[config.mk]
export PLATFORM = sky130hd
export DESIGN_NAME = divider_bus_system_flat
export DESIGN_NICKNAME = d
export VERILOG_FILES = /design/src/rtl/divider_bus_system_if.sv /design/src/rtl/divider_bus_system.sv /design/src/flat_wrapper.sv
export SDC_FILE = /design/constraint.sdc
export NUM_CORES = 1
export LEC_CHECK = 0
export CELL_PAD_IN_SITES_DETAIL_PLACEMENT = 1
export CELL_PAD_IN_SITES_GLOBAL_PLACEMENT = 1
export CORE_MARGIN = 3
export CORE_UTILIZATION = 43
export DETAILED_ROUTE_END_ITERATION = 6
export PLACE_DENSITY = 0.86
export RECOVER_POWER = 25
export SYNTH_ARGS = -nofsm -noshare
export SYNTH_HDL_FRONTEND = slang
export SYNTH_SLANG_ARGS = --single-unit
[constraint.sdc]
create_clock -name clk -period 2.44 [get_ports clk]
set_input_delay 0.488 -clock clk [delete_from_list [all_inputs] [get_ports clk]]
set_output_delay 0.488 -clock clk [all_outputs]
set_load 0.05 [all_outputs]
[src/rtl/divider_bus_system_if.sv]
// Byte-serial host bus for the 16-bit divider: operand bytes in, result bytes out.
// The host holds the master modport; the divider holds the slave modport.
interface divider_bus_system_if;
    logic       dataready;
    logic [7:0] Data_in;
    logic       receiveData;
    logic [7:0] Data_out;
    logic       OutBuffFull;
    logic       error;
    logic       readyToAccept;

    modport master (
        output dataready,
        output Data_in,
        output receiveData,
        input  Data_out,
        input  OutBuffFull,
        input  error,
        input  readyToAccept
    );

    modport slave (
        input  dataready,
        input  Data_in,
        input  receiveData,
        output Data_out,
        output OutBuffFull,
        output error,
        output readyToAccept
    );
endinterface

[src/rtl/divider_bus_system.sv]
// 16-bit unsigned restoring divider. Operands arrive as four bytes, LSB first;
// quotient and remainder leave as four bytes. Each quotient bit takes one clock.
module divider_bus_system (
    input  logic                  clk,
    input  logic                  rst,
    divider_bus_system_if.slave   bus
);
    typedef enum logic [1:0] {IN_WAIT, IN_ACK, CALC, OUT} state_t;

    state_t      state_reg;
    logic [2:0]  cnt_reg;
    logic [1:0]  ptr_reg;
    logic [3:0]  iter_reg;
    logic [7:0]  in_slot_reg [4];
    logic [7:0]  out_buf_reg [4];
    logic [15:0] a_reg;
    logic [15:0] q_reg;
    logic [7:0]  data_out_reg;
    logic        out_full_reg;
    logic        error_reg;
    logic        ack_reg;

    logic [15:0] divisor;
    logic [16:0] shifted;
    logic [16:0] diff;
    logic [15:0] a_next;
    logic [15:0] q_next;

    assign divisor = {in_slot_reg[3], in_slot_reg[2]};

    // The partial remainder stays below the divisor, so after restoring it fits in 16 bits;
    // only the shifted value needs the 17th bit to form the trial subtraction.
    assign shifted = {a_reg, q_reg[15]};
    assign diff    = shifted - {1'b0, divisor};
    assign a_next  = diff[16] ? shifted[15:0] : diff[15:0];
    assign q_next  = {q_reg[14:0], ~diff[16]};

    assign bus.Data_out      = data_out_reg;
    assign bus.OutBuffFull   = out_full_reg;
    assign bus.error         = error_reg;
    assign bus.readyToAccept = ack_reg;

    always_ff @(posedge clk or negedge rst) begin
        if (!rst) begin
            state_reg    <= IN_WAIT;
            cnt_reg      <= 3'd0;
            ptr_reg      <= 2'd0;
            iter_reg     <= 4'd0;
            a_reg        <= 16'd0;
            q_reg        <= 16'd0;
            data_out_reg <= 8'd0;
            out_full_reg <= 1'b0;
            error_reg    <= 1'b0;
            ack_reg      <= 1'b0;
            for (int i = 0; i < 4; i++) begin
                in_slot_reg[i] <= 8'd0;
                out_buf_reg[i] <= 8'd0;
            end
        end else begin
            case (state_reg)
                IN_WAIT: begin
                    if (bus.dataready) begin
                        in_slot_reg[cnt_reg[1:0]] <= bus.Data_in;
                        error_reg                 <= 1'b0;
                        ack_reg                   <= 1'b1;
                        state_reg                 <= IN_ACK;
                    end
                end

                IN_ACK: begin
                    if (!bus.dataready) begin
                        ack_reg <= 1'b0;
                        cnt_reg <= cnt_reg + 3'd1;
                        if (cnt_reg == 3'd3) begin
                            a_reg     <= 16'd0;
                            q_reg     <= {in_slot_reg[1], in_slot_reg[0]};
                            iter_reg  <= 4'd0;
                            state_reg <= CALC;
                        end else begin
                            state_reg <= IN_WAIT;
                        end
                    end
                end

                CALC: begin
                    if (divisor == 16'd0) begin
                        error_reg <= 1'b1;
                        cnt_reg   <= 3'd0;
                        state_reg <= IN_WAIT;
                    end else begin
                        a_reg    <= a_next;
                        q_reg    <= q_next;
                        iter_reg <= iter_reg + 4'd1;
                        // Final iteration: the buffer is loaded straight from the next-state values.
                        if (iter_reg == 4'd15) begin
                            out_buf_reg[0] <= q_next[7:0];
                            out_buf_reg[1] <= q_next[15:8];
                            out_buf_reg[2] <= a_next[7:0];
                            out_buf_reg[3] <= a_next[15:8];
                            data_out_reg   <= q_next[7:0];
                            out_full_reg   <= 1'b1;
                            ptr_reg        <= 2'd0;
                            state_reg      <= OUT;
                        end
                    end
                end

                OUT: begin
                    if (bus.receiveData) begin
                        if (ptr_reg == 2'd3) begin
                            out_full_reg <= 1'b0;
                            data_out_reg <= 8'd0;
                            ptr_reg      <= 2'd0;
                            cnt_reg      <= 3'd0;
                            state_reg    <= IN_WAIT;
                        end else begin
                            data_out_reg <= out_buf_reg[ptr_reg + 2'd1];
                            ptr_reg      <= ptr_reg + 2'd1;
                        end
                    end
                end

                default: state_reg <= IN_WAIT;
            endcase
        end
    end
endmodule

[src/flat_wrapper.sv]
// flat-port wrapper written by rule: the top's interface ports become plain ports
module divider_bus_system_flat 
  (clk, rst, bus_dataready, bus_Data_in, bus_receiveData, bus_Data_out, bus_OutBuffFull, bus_error, bus_readyToAccept);
  divider_bus_system_if bus_i ();
  input  logic clk;
  input  logic rst;
  input wire logic [$bits(bus_i.dataready)-1:0] bus_dataready;
  input wire logic [$bits(bus_i.Data_in)-1:0] bus_Data_in;
  input wire logic [$bits(bus_i.receiveData)-1:0] bus_receiveData;
  output wire logic [$bits(bus_i.Data_out)-1:0] bus_Data_out;
  output wire logic [$bits(bus_i.OutBuffFull)-1:0] bus_OutBuffFull;
  output wire logic [$bits(bus_i.error)-1:0] bus_error;
  output wire logic [$bits(bus_i.readyToAccept)-1:0] bus_readyToAccept;
  assign bus_i.dataready = bus_dataready;
  assign bus_i.Data_in = bus_Data_in;
  assign bus_i.receiveData = bus_receiveData;
  assign bus_Data_out = bus_i.Data_out;
  assign bus_OutBuffFull = bus_i.OutBuffFull;
  assign bus_error = bus_i.error;
  assign bus_readyToAccept = bus_i.readyToAccept;
  divider_bus_system u_core (.clk(clk), .rst(rst), .bus(bus_i));
endmodule
== Word level (Yosys, flattened, before mapping) ==
Cells that the tools add are included.

* Register bits after elaboration: 118
* Bits of input ports: 12
* Output and inout bits: 11
* Word-level logic and storage cells: 114

* Add/sub/neg operators: 4
* $lt $le $gt $ge: 3
* Eq/ne operators: 15
* Multiplexer cells: 53
* Bitwise logic cells: 4
* Reduce and logical (&&, ||, !) cells: 17

{| class="wikitable"
|+ Operators by type and width
! kind !! number
|-
| $mux 16 || 7
|-
| $pmux 16 s2 || 2
|-
| $mux 8 || 7
|-
| $bwmux 32 || 1
|-
| $mux 2 || 11
|-
| $sub 17x16->17 || 1
|-
| $bmux 8 s2 || 1
|-
| $demux 8 s2 || 1
|-
| $logic_not 16->1 || 1
|-
| $pmux 8 s2 || 1
|-
| $reduce_and 5->1 || 3
|-
| $mux 3 || 4
|-
| $mux 4 || 3
|-
| $pmux 3 s3 || 1
|-
| $reduce_and 3->1 || 3
|-
| $mux 1 || 8
|-
| $ne 2x1->1 const B || 4
|-
| $ne 2x2->1 const B || 4
|-
| $pmux 2 s4 || 1
|-
| $pmux 4 s2 || 1
|-
| $reduce_and 4->1 || 2
|-
| $reduce_bool 2->1 || 4
|-
| $eq 2x2->1 const B || 3
|-
| $ge 3x3->1 const B || 2
|-
| 16 further kinds || 20
|}

== Depth between registers and ports, before layout ==
* Depth in word-level cells: 8
* Gate-level depth with buffers: 11
* Depth with buffers taken out: 10

== Worst setup path after synthesis ==
No wires, ideal clock.

* Path kind: register -> register
* From: register u_core.in_slot_reg, in the netlist u_core.divisor[0]
* To: register u_core.out_buf_reg[9] (netlist name)
* Setup time: 0.077 ns
* Data arrival time: 2.589 ns
* Required time: 2.363 ns
* Setup slack: -0.226 ns
* Cell stages (with the launch flop): 11
* Path buffers: 1
* Period minus slack after synthesis: 2.666 ns
* Cells stage by stage: dfrtp_1 > ha_1 > fa_1 > nor2b_1 > o2111ai_1 > a31oi_1 > a2111o_1 > xor2_1 > buf_6 > mux2_4 > o21ai_1

* Cells in the longest elaborated chain, start to end: 3
* Elaborated cells between the ends (all ways): 5
* Classes of those cells: 1 x add/sub; 1 x mux; 1 x bitwise; 2 x reduce/logical

{| class="wikitable"
|+ Ends and longest elaborated chain
! element !! RTL line !! source
|-
| start, declared || divider_bus_system.sv:14 || <nowiki>logic [7:0] in_slot_reg [4];</nowiki>
|-
| start signal, assigned by index || divider_bus_system.sv:63 || <nowiki>in_slot_reg[cnt_reg[1:0]] <= bus.Data_in;</nowiki>
|-
| branches (longest 3 deep; another with $sub 17x16->17) || n/a ||
|-
| end, declared || divider_bus_system.sv:15 || <nowiki>logic [7:0] out_buf_reg [4];</nowiki>
|}

Parallel ways; which one is timed is not known.
A chain may end at the register's enable or synchronous reset.

== Worst setup path after layout ==
* From: register u_core.q_reg[15]
* To: register u_core.out_buf_reg[2] (netlist name)

* Cells in the longest elaborated chain, start to end: 2

{| class="wikitable"
|+ Ends and longest elaborated chain
! element !! RTL line !! source
|-
| start, declared || divider_bus_system.sv:17 || <nowiki>logic [15:0] q_reg;</nowiki>
|-
| start signal, assigned || divider_bus_system.sv:76 || <nowiki>q_reg <= {in_slot_reg[1], in_slot_reg[0]};</nowiki>
|-
| start signal, assigned || divider_bus_system.sv:92 || <nowiki>q_reg <= q_next;</nowiki>
|-
| $sub 17x16->17 || divider_bus_system.sv:34 || <nowiki>assign diff = shifted - {1'b0, divisor};</nowiki>
|-
| $mux 16 || divider_bus_system.sv:35 || <nowiki>assign a_next = diff[16] ? shifted[15:0] : diff[15:0];</nowiki>
|}

No other way between the ends.

==> impl_metrics.yaml <==
logic_synthesis:
  syn-cell-area_um2: 5920
  syn-num-nets: 649
  syn_area_per_cell_um2: 9.66
  yosysSeqAreaShare_pct: 49.9
  synth_ff_type: "dfrtp_1"
  synthXorXnorAreaFrac_pct: 2.22
  synth-compound-area-share_pct: 13.8
  synthMuxAreaShare_pct: 9.43
  synthArstFlopShare_pct: 100
  ys_ff_latch: 118
  synth_simple_gate_area_share_pct: 15.5
  synth_cell_types: 46
  synth_adder_area_share_pct: 5.20
  yosysWarnings: 0
  netlist_instances: 613
  synth_edf_count: 0
  synth_top_family_by_area: "simple AND/OR/NAND/NOR gates"
timing:
  period_share_pct: 123
  maxSlewHeadroom_pct: 0.770
  worst_slew_pin_slew_ns: 1.49
  fin_skew_ns: 0.00840
  post-route-worst-setup-slack_ns: -0.565
  setup_viol: 35
  layout_min_cycle_time_ns: 3.00
  rsz0062_at_grt: "true"
  slew_viol_final: 0
  final_hold_viol_count: 0
  max_freq_mhz: 333
setup_path:
  critPathKind: "flip-flop to flip-flop"
  end_kind: "flip-flop"
  worstPathRequired_ns: 2.70
  worst-path-max-fanout: 5
  critPathLaunchType: "flip-flop"
  worstPathArrival_ns: 3.26
global_route:
  grt_remaining_overflow: 0
  grt_pass1_wl_um: 33000
  grt_pass1_vias: 5859
  antenna_found_initial: 0
  grt_max_degree: 60
  grt_usage_pct: 29.6
cells_and_area:
  drive_gt1_share_pct: 25.5
  final_common_cell: "nand2_1"
  final_util_pct: 58.6
  layout_common_cells: "nand2_1, dfrtp_1, buf_4, o21ai_0, inv_1"
  final_area_um2: 7820
  diodes: 0
  final_cells: 898
  area.growth.synth_to_final_pct: 32.1
  nets: 746
  fillCellCount: 1462
  largest_reg_flops: 32
worst_hold_path:
  hp-class: "flip-flop to flip-flop"
placement:
  hpwl_um: 13800
  place_area_um2: 6810
  numPortBuffers: 22
  gp_congestion: 0.922
  place_inst: 848
  dpl_worst_slack_ns: -0.437
floorplanning:
  num_io_pins: 23
  die_x_um: 123
  die_y_um: 123
  core-area_um2: 13300
  initial_core_util_pct: 44.3
  die-area_um2: 15200
  placementRows: 42
clocking:
  numClockSinks: 118
  tritoncts: "built"
  cts-htree-levels: 4
  clk_latency_ns: 0.42
  cts_buffer_depth: 2
  cts_inserted_buffers: 17
  root_buffer: "clkbuf_16"
  path_clk_slew_ns: 0.05
routing:
  wl_per_cell_um: 25.2
  ant_nets: 0
  num_vias: 5413
  routed_wl_um: 22600
  avgViaCountPerCell: 6.03
  drt_pre_antenna_iters: 4
  drt_first_iter_violations: 396
  drc: 0
outcome:
  violations: "setup timing"
  status: "complete, but fails checks"
power_and_ir_drop:
  ir_drop_uv: 906
  p_leak_nw: 3.65
  power.density_nw_per_um2: 1740
flow_run:
  drv_cap: 0
## Yosys cell counts, types with 2 or more instances
cell	number	area, µm²
a21o_1	10	75.1
a21oi_1	13	65.1
a22oi_1	17	128
a31oi_1	8	50.1
and2_1	4	25.0
clkbuf_1	29	109
dfrtp_1	118	2950
ha_1	23	288
inv_1	28	105
mux2_2	18	203
mux2i_1	16	160
mux4_2	8	180
nand2_1	150	563
nand2b_1	2	12.5
nand3_1	25	125
nand4_1	3	18.8
nor2_1	17	63.8
nor2b_1	2	12.5
nor3_1	6	30.0
nor4_1	5	31.3
o2111ai_1	2	17.5
o211ai_1	4	30.0
o21a_1	3	22.5
o21ai_0	63	315
o21ai_1	2	10.0
o21bai_1	2	15.0
o221ai_1	3	26.3
xnor2_1	7	61.3
xor2_1	8	70.1
## final timing paths
check,cells after the start,endpoint,slack (ns),start
max in group asynchronous,3,u_core.out_buf_reg[21],0.26,rst
max,12,u_core.out_buf_reg[2],-0.56,u_core.q_reg[15]
min,2,u_core.bus.OutBuffFull,0.48,u_core.bus.OutBuffFull
min reg2reg,2,u_core.bus.OutBuffFull,0.48,u_core.bus.OutBuffFull
max reg2reg,12,u_core.out_buf_reg[2],-0.56,u_core.q_reg[15]
min in group asynchronous,2,u_core.iter_reg[0],0.96,rst
## layer usage
metal  up-vias  GRT usage [%]  share of wire [%]
li1       2326              -                  -
met1      2771           33.2                 37
met2       224           52.8                 52
met3        92           6.82                5.3
met4         0           14.0                5.9
met5         -              0                  0
## logic make-up (layout without fill, tap and decap cells)
logic type / after synthesis / after routing
AND/OR/NAND/NOR: 219 / 219
AO/OA/AOI/OAI: 134 / 134
flip-flops: 118 / 118
buffers and inverters: 60 / 169
multiplexers: 43 / 43
adder cells (fa/ha/maj): 24 / 24
XOR/XNOR: 15 / 15
## cell type report
class	instances	area [µm²]	area share [%]
Multi-Input combinational cell	435	3050	39.0
Sequential cell	118	2950	37.8
Clock inverter	4	22.5	0.288
Tap cell	176	220	2.82
Inverter	28	105	1.34
Timing Repair Buffer	110	990	12.7
Clock buffer	27	483	6.18
## through the flow
| stage | hold WS, ns | TNS [ns] | power (mW) |
|---|---|---|---|
| 6_report | 0.483 | -14.72 | 13.6 |
| 5_1_grt | 0.517 | -17.11 | 14.2 |
| 4_1_cts | 0.489 | -8.44 | 12.2 |
| 3_5_place_dp | 0.426 | -14.03 | 9.18 |
| 3_3_place_gp | 0.416 | -4.91 | 8.67 |
| 2_1_floorplan | 0.192 | -1.16 | 6.77 |
## critical path: stages (launching register included)
cell and delay [ns]:
dfrtp_1 0.38, inv_2 0.08, ha_4 0.17, fa_2 0.40, nor2b_4 0.18, o2111ai_2 0.17, a31oi_2 0.25, a2111o_1 0.23
xor2_2 0.20, buf_6 0.16, buf_12 0.12, mux2i_1 0.29, o21ai_0 0.21
## where the power goes
group	switching (mW)	internal, mW	total [mW]
sequential	0.809	2.79	3.60
clock	0.860	1.34	2.20
combinational	4.30	3.50	7.80
total	5.97	7.63	13.6
## timing repair
action,4_1_cts,5_1_grt
setup buffers,6,9
cloned,1,2
gates resized for setup,41,39
endpoints found under the hold margin,23,0
hold buffers,1,0
pin swaps,10,18
setup endpoints to repair,49,55
Note: power is estimated with default switching activity, not from simulation.
